## config.mk

```make
export PLATFORM = sky130hd
export DESIGN_NAME = alu_op_issue
export DESIGN_NICKNAME = d
export VERILOG_FILES = /design/src/rtl/alu_op_issue.sv
export SDC_FILE = /design/constraint.sdc
export NUM_CORES = 1
export LEC_CHECK = 0
export ABC_AREA = 0
export CORE_MARGIN = 1.5
export CORE_UTILIZATION = 42
export CTS_CLUSTER_DIAMETER = 60
export CTS_CLUSTER_SIZE = 24
export DETAILED_ROUTE_END_ITERATION = 12
export GPL_TIMING_DRIVEN = 1
export HOLD_SLACK_MARGIN = 0.15
export PLACE_DENSITY = 0.79
export SETUP_SLACK_MARGIN = 0.15
export SLEW_MARGIN = 20
export SYNTH_ARGS = -nofsm -noshare
export SYNTH_HDL_FRONTEND = slang
export SYNTH_SLANG_ARGS = --single-unit
export TNS_END_PERCENT = 20
```

## constraint.sdc

```tcl
create_clock -name clk -period 2.1 [get_ports clk]
set_clock_uncertainty 0.1 [all_clocks]
set_input_delay 0.21 -clock clk [delete_from_list [all_inputs] [get_ports clk]]
set_output_delay 0.21 -clock clk [all_outputs]
set_load 0.02 [all_outputs]
```

## src/rtl/alu_op_issue.sv

```systemverilog
// rtl/alu_op_issue.sv - buffers fetched instructions and issues ALU op/funct fields in order, stopping at HALT
// Optional feature: define DECODE_ERR_EN to add the err output flagging unsupported ops at the head.
module alu_op_issue #(
  parameter int DEPTH = 2
) (
  input  logic        clk,
  input  logic        rst_n,
  input  logic [15:0] instr,
  input  logic        instr_valid,
  output logic        instr_ready,
  output logic [4:0]  ALU_op,
  output logic [1:0]  ALU_funct,
  output logic        op_valid,
  input  logic        op_ready,
`ifdef DECODE_ERR_EN
  output logic        err,
`endif
  output logic        halted
);

  localparam int PW = (DEPTH > 2) ? 2 : 1;
  localparam int CW = PW + 1;

  typedef enum logic [1:0] {RUN, DRAIN, HALTED} state_t;

  state_t          state, state_nxt;
  logic [6:0]      mem [DEPTH];
  logic [PW-1:0]   wr_ptr, rd_ptr;
  logic [CW-1:0]   count;
  logic [6:0]      head;
  logic            push, pop;

  assign head        = mem[rd_ptr];
  assign ALU_op      = head[6:2];
  assign ALU_funct   = head[1:0];
  assign instr_ready = (state == RUN) && (count < CW'(DEPTH));
  assign op_valid    = (count != '0) && (state != HALTED);
  assign halted      = (state == HALTED);
  assign push        = instr_valid && instr_ready;
  assign pop         = op_valid && op_ready;

`ifdef DECODE_ERR_EN
  logic supported;
  always_comb begin
    supported = 1'b0;
    case (head[6:2])
      5'b11011: supported = (head[1:0] == 2'b00) || (head[1:0] == 2'b11);
      5'b01000, 5'b11000, 5'b00000: supported = 1'b1;
      default:  supported = 1'b0;
    endcase
  end
  assign err = op_valid && !supported;
`endif

  // HALT is always the last op in the buffer, so popping an opcode of zero in DRAIN ends the stream.
  always_comb begin
    state_nxt = state;
    case (state)
      RUN:     if (push && instr[15:11] == 5'b00000) state_nxt = DRAIN;
      DRAIN:   if (pop && head[6:2] == 5'b00000) state_nxt = HALTED;
      HALTED:  state_nxt = HALTED;
      default: state_nxt = RUN;
    endcase
  end

  always_ff @(posedge clk) begin
    if (!rst_n) begin
      state  <= RUN;
      wr_ptr <= '0;
      rd_ptr <= '0;
      count  <= '0;
      for (int i = 0; i < DEPTH; i++) mem[i] <= '0;
    end else begin
      state <= state_nxt;
      if (push) begin
        mem[wr_ptr] <= {instr[15:11], instr[1:0]};
        wr_ptr      <= (wr_ptr == PW'(DEPTH - 1)) ? '0 : wr_ptr + PW'(1);
      end
      if (pop) rd_ptr <= (rd_ptr == PW'(DEPTH - 1)) ? '0 : rd_ptr + PW'(1);
      case ({push, pop})
        2'b10:   count <= count + CW'(1);
        2'b01:   count <= count - CW'(1);
        default: count <= count;
      endcase
    end
  end

endmodule

```

### Word-level counts from Yosys, hierarchy flattened

Memories as Yosys holds them, arrays and structs flattened. A register that Yosys moved wholly into a read port is not among the register bits.
Cells that the tools add are included.

* multiplexer cells: 15
* magnitude comparators: 1
* $add $sub $neg: 4
* reduce and logical (&&, ||, !) cells: 13
* equal/unequal tests: 7

Operators by type and width (number)
* $logic_not 5->1: 2
* $mux 1: 10
* $mux 7: 1
* $reduce_or 7->1: 1
* $logic_and 1x1->1: 6
* $pmux 2 s3: 1
* $eq 2x1->1 const B: 2
* $eq 2x2->1 const B: 2
* $mux 2: 2
* $ne 2x2->1 const B: 2
* $pmux 2 s2: 1
* $reduce_bool 2->1: 2
* $add 1x1->1 const B: 2
* $add 2x1->2 const B: 1
* $logic_not 2->1: 1
* $lt 2x2->1 const B: 1
* $ne 2x1->1 const B: 1
* $reduce_and 2->1: 1
* $sub 2x1->2 const B: 1

* memories: 1
* output and inout port bits: 10
* logic and storage cells: 45
* register bits after elaboration: 6
* RAM bits: 14
* bits of input ports: 20

Memories
* mem: depth 2, bits a word 7, read ports 1, clocked after Yosys merged registers in 1, wr ports 2, line 27 `logic [6:0] mem [DEPTH];`

### Depth between registers and ports, before layout

Gate-level depths: netlist of the first run.

* word-level depth: 8
* depth in mapped cells: 8
* mapped depth without buffers: 8

### Worst setup path after synthesis of the first run

OpenSTA, ideal clock, no wires.

* kind: register to register
* from: register state[0]
* to: memory mem[0][0] (enable)
* period minus slack after synthesis: 2.284 ns
* arrival: 1.803 ns
* required time: 1.619 ns
* cell stages (with the launch flop): 6
* path slack: -0.184 ns
* library setup time: 0.381 ns
* path buffers: 0
* path through: dfxtp_1 -> inv_1 -> ha_1 -> nor2b_1 -> nand2_1 -> o21ai_0

RTL lines
* from (decl): line 26 `state_t state, state_nxt;`
* from (signal assigned): line 74 `state <= state_nxt;`
* to (decl): line 27

==> results of run 1 <==
metal layers:
layer  vias up  track usage, %  wire length (µm)
li1        387               -                 -
met4         0            10.0                48
met3         5            3.28                76
met5         -               0                 0
met2        16            28.5              1160
met1       388            20.9               912
layout make-up:
type	instances	area, µm²
fill	213	1000
timing repair buffer	28	280
clock buffer	3	22.5
sequential	21	564
tap	30	37.5
inverter	3	11.3
multi-input combinational	63	576
clock inverter	1	5.00
worst max-delay path: stages, from the launching register on:
cell and delay [ns]:
dfxtp_2 0.40, mux2_4 0.31, or3_4 0.41, or4b_4 0.52, o2111ai_1 0.09
what timing repair did:
item,CTS,global route
hold buffers,0,2
resized for setup,3,11
setup endpoints to repair,10,15
hold endpoints to repair,0,2
pin swaps,0,2
kinds of logic (layout without fill, tap and decap cells):
group	count (synthesis)	count (layout)	share of synthesized area, %
AO/OA/AOI/OAI	10	10	8.76
XOR/XNOR	4	4	3.15
adder cells (fa/ha/maj)	5	5	5.62
buffers and inverters	5	35	2.36
flip-flops	21	21	50.3
multiplexers	7	7	7.75
AND/OR/NAND/NOR	37	37	22.0
sequential cells by signal (all words and copies together), names as in the netlist, named ones only:
| register | cells |
|---|---|
| count | 2 |
| state | 2 |
| mem | 14 |
| wr_ptr | 1 |
| rd_ptr | 1 |
through the flow:
step / setup slack [ns] / utilization [%] / total power, mW / setup TNS [ns] / instances
after CTS: 0.0219 / 58.1 / 1.71 / 0 / 147
final: 0.189 / 59.9 / 1.70 / 0 / 149
after detailed placement: -0.135 / 57.1 / 1.52 / -0.256 / 143
after global routing: 0.0909 / 59.9 / 1.80 / 0 / 149
after global placement: -0.116 / 57.1 / 1.50 / -0.222 / 143
after floorplan: 0.157 / - / 1.21 / 0 / 89
power by group:
group | total [mW] | switching (mW) | internal [mW]
combinational | 0.844 | 0.392 | 0.452
sequential | 0.652 | 0.0830 | 0.569
clock | 0.200 | 0.129 | 0.0713
worst min path at each step:
| stage | startpoint | cells after the start | slack (ns) | end |
|---|---|---|---|---|
| 6_report | instr[14] | 2 | 0.16 | mem[0][5] |
| 2_1_floorplan | rst_n | 2 | 0.29 | state[0] |
| 4_1_cts | rd_ptr | 2 | 0.45 | register |
| 5_1_grt | instr[14] | 2 | 0.17 | mem[0][5] |
| 3_5_place_dp | state[0] | 2 | 0.43 | state[0] |
| 3_3_place_gp | state[0] | 2 | 0.42 | state[0] |
layout by cell type, fill, tap and decap left out, drive strengths merged, types with 4 or more instances in the layout:
cell	instances
nand2	5
o2111ai	4
and2	17
buf	6
ha	5
dfxtp	7
dlymetal6s2s	7
mux2	7
xnor2	4
edfxtp	14
clkdlybuf4s50	11
==> results.json, run 1 <==
{
  "vias": 796,
  "portBuffers": 20,
  "synth_top_cell_area_share_pct": 37.8,
  "arrival_ns": 2.05,
  "worstSkewPairLatency_ns": 0.31,
  "fin_area_um2": 1500,
  "syn-num-nets": 114,
  "ant_nets": 0,
  "drive_above_1_share_pct": 27.7,
  "max_freq_mhz": 523,
  "start_util_pct": 44.5,
  "min_path_type": "in -> reg",
  "num_antenna_cells": 0,
  "coreArea_um2": 2500,
  "overflow": 0,
  "ioPinCount": 30,
  "root_buffer": "clkbuf_4",
  "grt_antenna_before_repair": 0,
  "grt_pass1_vias": 725,
  "die_area_um2": 2970,
  "worstRegToRegCells": 4,
  "rows": 18,
  "synth_cell_types": 28,
  "drv_slew": 0,
  "grt_pass1_wl_um": 3390,
  "power_leakage_nw": 0.638,
  "area_delta_synth_final_pct": 34.4,
  "syn_area_um2": 1110,
  "track_usage_pct": 17.3,
  "drc_errors": 0,
  "tightestPinTransition_ns": 0.377,
  "max-vdd-ir-drop_mv": 0.673,
  "postCtsSetupRepairBufs": 0,
  "dr.pass1.iters": 4,
  "rrSetupSlack_ns": 0.19,
  "critPathLaunchType": "register",
  "finalSetupViolCount": 0,
  "gp_congestion": 0.743,
  "async_reset_ff_share_pct": 0,
  "cts_sinks": 21,
  "seq_area_frac_synth_pct": 50.3,
  "post_dp_cell_area_um2": 1430,
  "cp-end-kind": "register",
  "nNetsFinal": 145,
  "vias_per_cell": 5.34,
  "rsz0062_at_grt": "yes",
  "hold_viol": 0,
  "synth_area_leaders": "edfxtp_1 (38%), dfxtp_1 (13%), and2_1 (9.6%)",
  "hold_ws_ns": 0.157,
  "routed_wl_um": 2200,
  "cap_violations": 0,
  "yosysWarningCount": 0,
  "yosysMostFrequentCell": "and2_1",
  "ys.flop_type": "edfxtp_1",
  "cp.required_ns": 2.24,
  "place_hpwl_um": 1600,
  "status": "finished clean",
  "grt_max_degree": 17,
  "worst_slew_margin_rel_pct": 74.9,
  "wire_per_inst_um": 14.8,
  "r2r_end": "state[1]",
  "initialDrtViolationCount": 10,
  "crit_fanout": 4,
  "htree_num_levels": 1,
  "cts_made_buffers": 3,
  "synth_edf_count": 14,
  "powerDensity_nw_per_um2": 1130,
  "fp.dieH_um": 54.5,
  "synth_top_area_cell": "edfxtp_1",
  "period_needed_ns": 1.91,
  "cts_tree": "built",
  "clk_pin_slew_ns": 0.12,
  "synth_commonest_cells": "and2_1 (17), edfxtp_1 (14), dfxtp_1 (7)",
  "avgSynthCellArea_um2": 12.5,
  "synthCells": 89,
  "die_w_um": 54.5,
  "crit_type": "reg -> reg",
  "clk_path_buf_depth": 2,
  "min_period_over_period_pct": 91.0,
  "synth-seq-cells": 21,
  "critPathCapture": "state[1]"
}
Note: power is estimated with default switching activity, not from simulation.
==> inputs of run 2 (changes only) <==
--- a/config.mk
+++ b/config.mk
@@ -6,7 +6,8 @@
 export NUM_CORES = 1
 export LEC_CHECK = 0
 export ABC_AREA = 0
-export CORE_MARGIN = 1.5
+export CORE_ASPECT_RATIO = 1.2
+export CORE_MARGIN = 2
 export CORE_UTILIZATION = 42
 export CTS_CLUSTER_DIAMETER = 60
 export CTS_CLUSTER_SIZE = 24
==> run 2 against run 1 <==
Sequential power rose by 0.6%; wire length barely moved; sequential share of layout area rose by 0.10 points; design area rose by 0.17%; maximum frequency fell by 2.2%; worst hold slack improved by 0.094 ns; utilization fell by 0.55 points; non-clock buffer count fell by 1; critical endpoint unchanged.
==> results.json, run 2 (same netlist as run 1, synthesis figures left out) <==
{
  "powerDensity_nw_per_um2": 1140,
  "power_mw": 1.71,
  "drc_errors": 0,
  "nNetsFinal": 144,
  "ant_nets": 0,
  "post-place-ws_ns": -0.147,
  "cts_tree": "built",
  "crit_type": "in -> reg",
  "layout_common_cells": "and2_1 (16), edfxtp_1 (14), clkdlybuf4s50_1 (13)",
  "grt_antenna_before_repair": 0,
  "cap_violations": 0,
  "largest-register": "mem",
  "portBuffers": 20,
  "overflow": 0,
  "wire_per_inst_um": 14.5,
  "initialDrtViolationCount": 10,
  "gp_congestion": 0.743,
  "max-vdd-ir-drop_mv": 0.698,
  "min_path_type": "in -> reg",
  "worst_slew_margin_rel_pct": 77.0,
  "drive_above_1_share_pct": 29.7,
  "hold_buffers": 0,
  "start_util_pct": 44.1,
  "num_antenna_cells": 0,
  "grt_max_degree": 13,
  "crit_fanout": 3,
  "htree_num_levels": 1,
  "power_leakage_nw": 0.620,
  "hold_viol": 0,
  "area_delta_synth_final_pct": 34.6,
  "critPathLaunchType": "input port",
  "clk_pin_slew_ns": 0.11,
  "period_needed_ns": 1.95,
  "min_period_over_period_pct": 93.0,
  "dr.pass1.iters": 4,
  "worstSkewPairLatency_ns": 0.31,
  "vias_per_cell": 5.17,
  "rows": 20,
  "finalSetupViolCount": 0,
  "grt_pass1_wl_um": 3320,
  "final_common_cell": "and2_1",
  "root_buffer": "clkbuf_4",
  "die_area_um2": 3080,
  "routed_wl_um": 2200,
  "fp.dieH_um": 60.4,
  "cp-end-kind": "register",
  "track_usage_pct": 15.1,
  "rsz0062_at_grt": "yes",
  "coreArea_um2": 2530,
  "vias": 781,
  "arrival_ns": 2.08,
  "cts_sinks": 21,
  "ioPinCount": 30,
  "drv_slew": 0,
  "cts_made_buffers": 3,
  "rrSetupSlack_ns": 0.15,
  "status": "finished clean",
  "postCtsSetupRepairBufs": 0,
  "place_hpwl_um": 1680,
  "max_freq_mhz": 512,
  "cp.required_ns": 2.23,
  "grt_pass1_vias": 805,
  "largestRegisters": "mem (14), count (2), state (2)",
  "setup_slack_ns": 0.146,
  "largest_reg_flops": 14,
  "tightestPinTransition_ns": 0.345,
  "clk_path_buf_depth": 2,
  "die_w_um": 51.0
}
run 2: layout make-up:
cell class / count / area (µm²)
fill: 200 / 1030
timing repair buffer: 27 / 263
clock buffer: 3 / 22.5
inverter: 3 / 11.3
multi-input combinational: 63 / 589
tap: 33 / 41.3
sequential: 21 / 567
clock inverter: 1 / 5.00
run 2: final timing paths:
kind	startpoint	cells past startpoint	endpoint
setup / recovery	instr[14]	5	state[1]
hold / removal	instr[13]	3	mem[1][4]
setup reg to reg	register	4	state[1]
hold reg to reg	state[0]	2	state[0]
run 2: worst max-delay path: stages:
cell,delay (ns)
clkdlybuf4s50_1,0.44
or4_4,0.54
o41ai_4,0.26
or4b_1,0.51
o2111ai_2,0.11
run 2: through the flow:
step           hold slack (ns)  std cells  setup TNS (ns)  utilization [%]  area, µm²
2_1_floorplan            0.293         89               0                -       1160
3_3_place_gp             0.417        147          -0.222             56.9       1440
3_5_place_dp             0.427        147          -0.282             56.9       1440
4_1_cts                  0.445        151               0             57.9       1460
5_1_grt                  0.262        151               0             59.3       1500
6_report                 0.251        151               0             59.3       1500
run 2: metal layers:
metal,global-route usage [%],part of all wire [%],wire (µm),vias to the layer above
met5,0,0,0,-
met4,7.34,1.8,40,0
met3,3.45,2.9,63,5
met2,29.1,55,1200,17
met1,15.3,41,893,371
li1,-,-,-,388
run 2: what timing repair did:
action	CTS	global route
endpoints found under the hold margin	0	0
setup endpoints to repair	11	14
pin swaps	0	2
gates resized for setup	3	12
run 2: report_power, final:
group | total (mW) | internal (mW) | switching, mW
logic | 0.862 | 0.463 | 0.398
clock network | 0.193 | 0.0711 | 0.121
registers | 0.656 | 0.572 | 0.0837
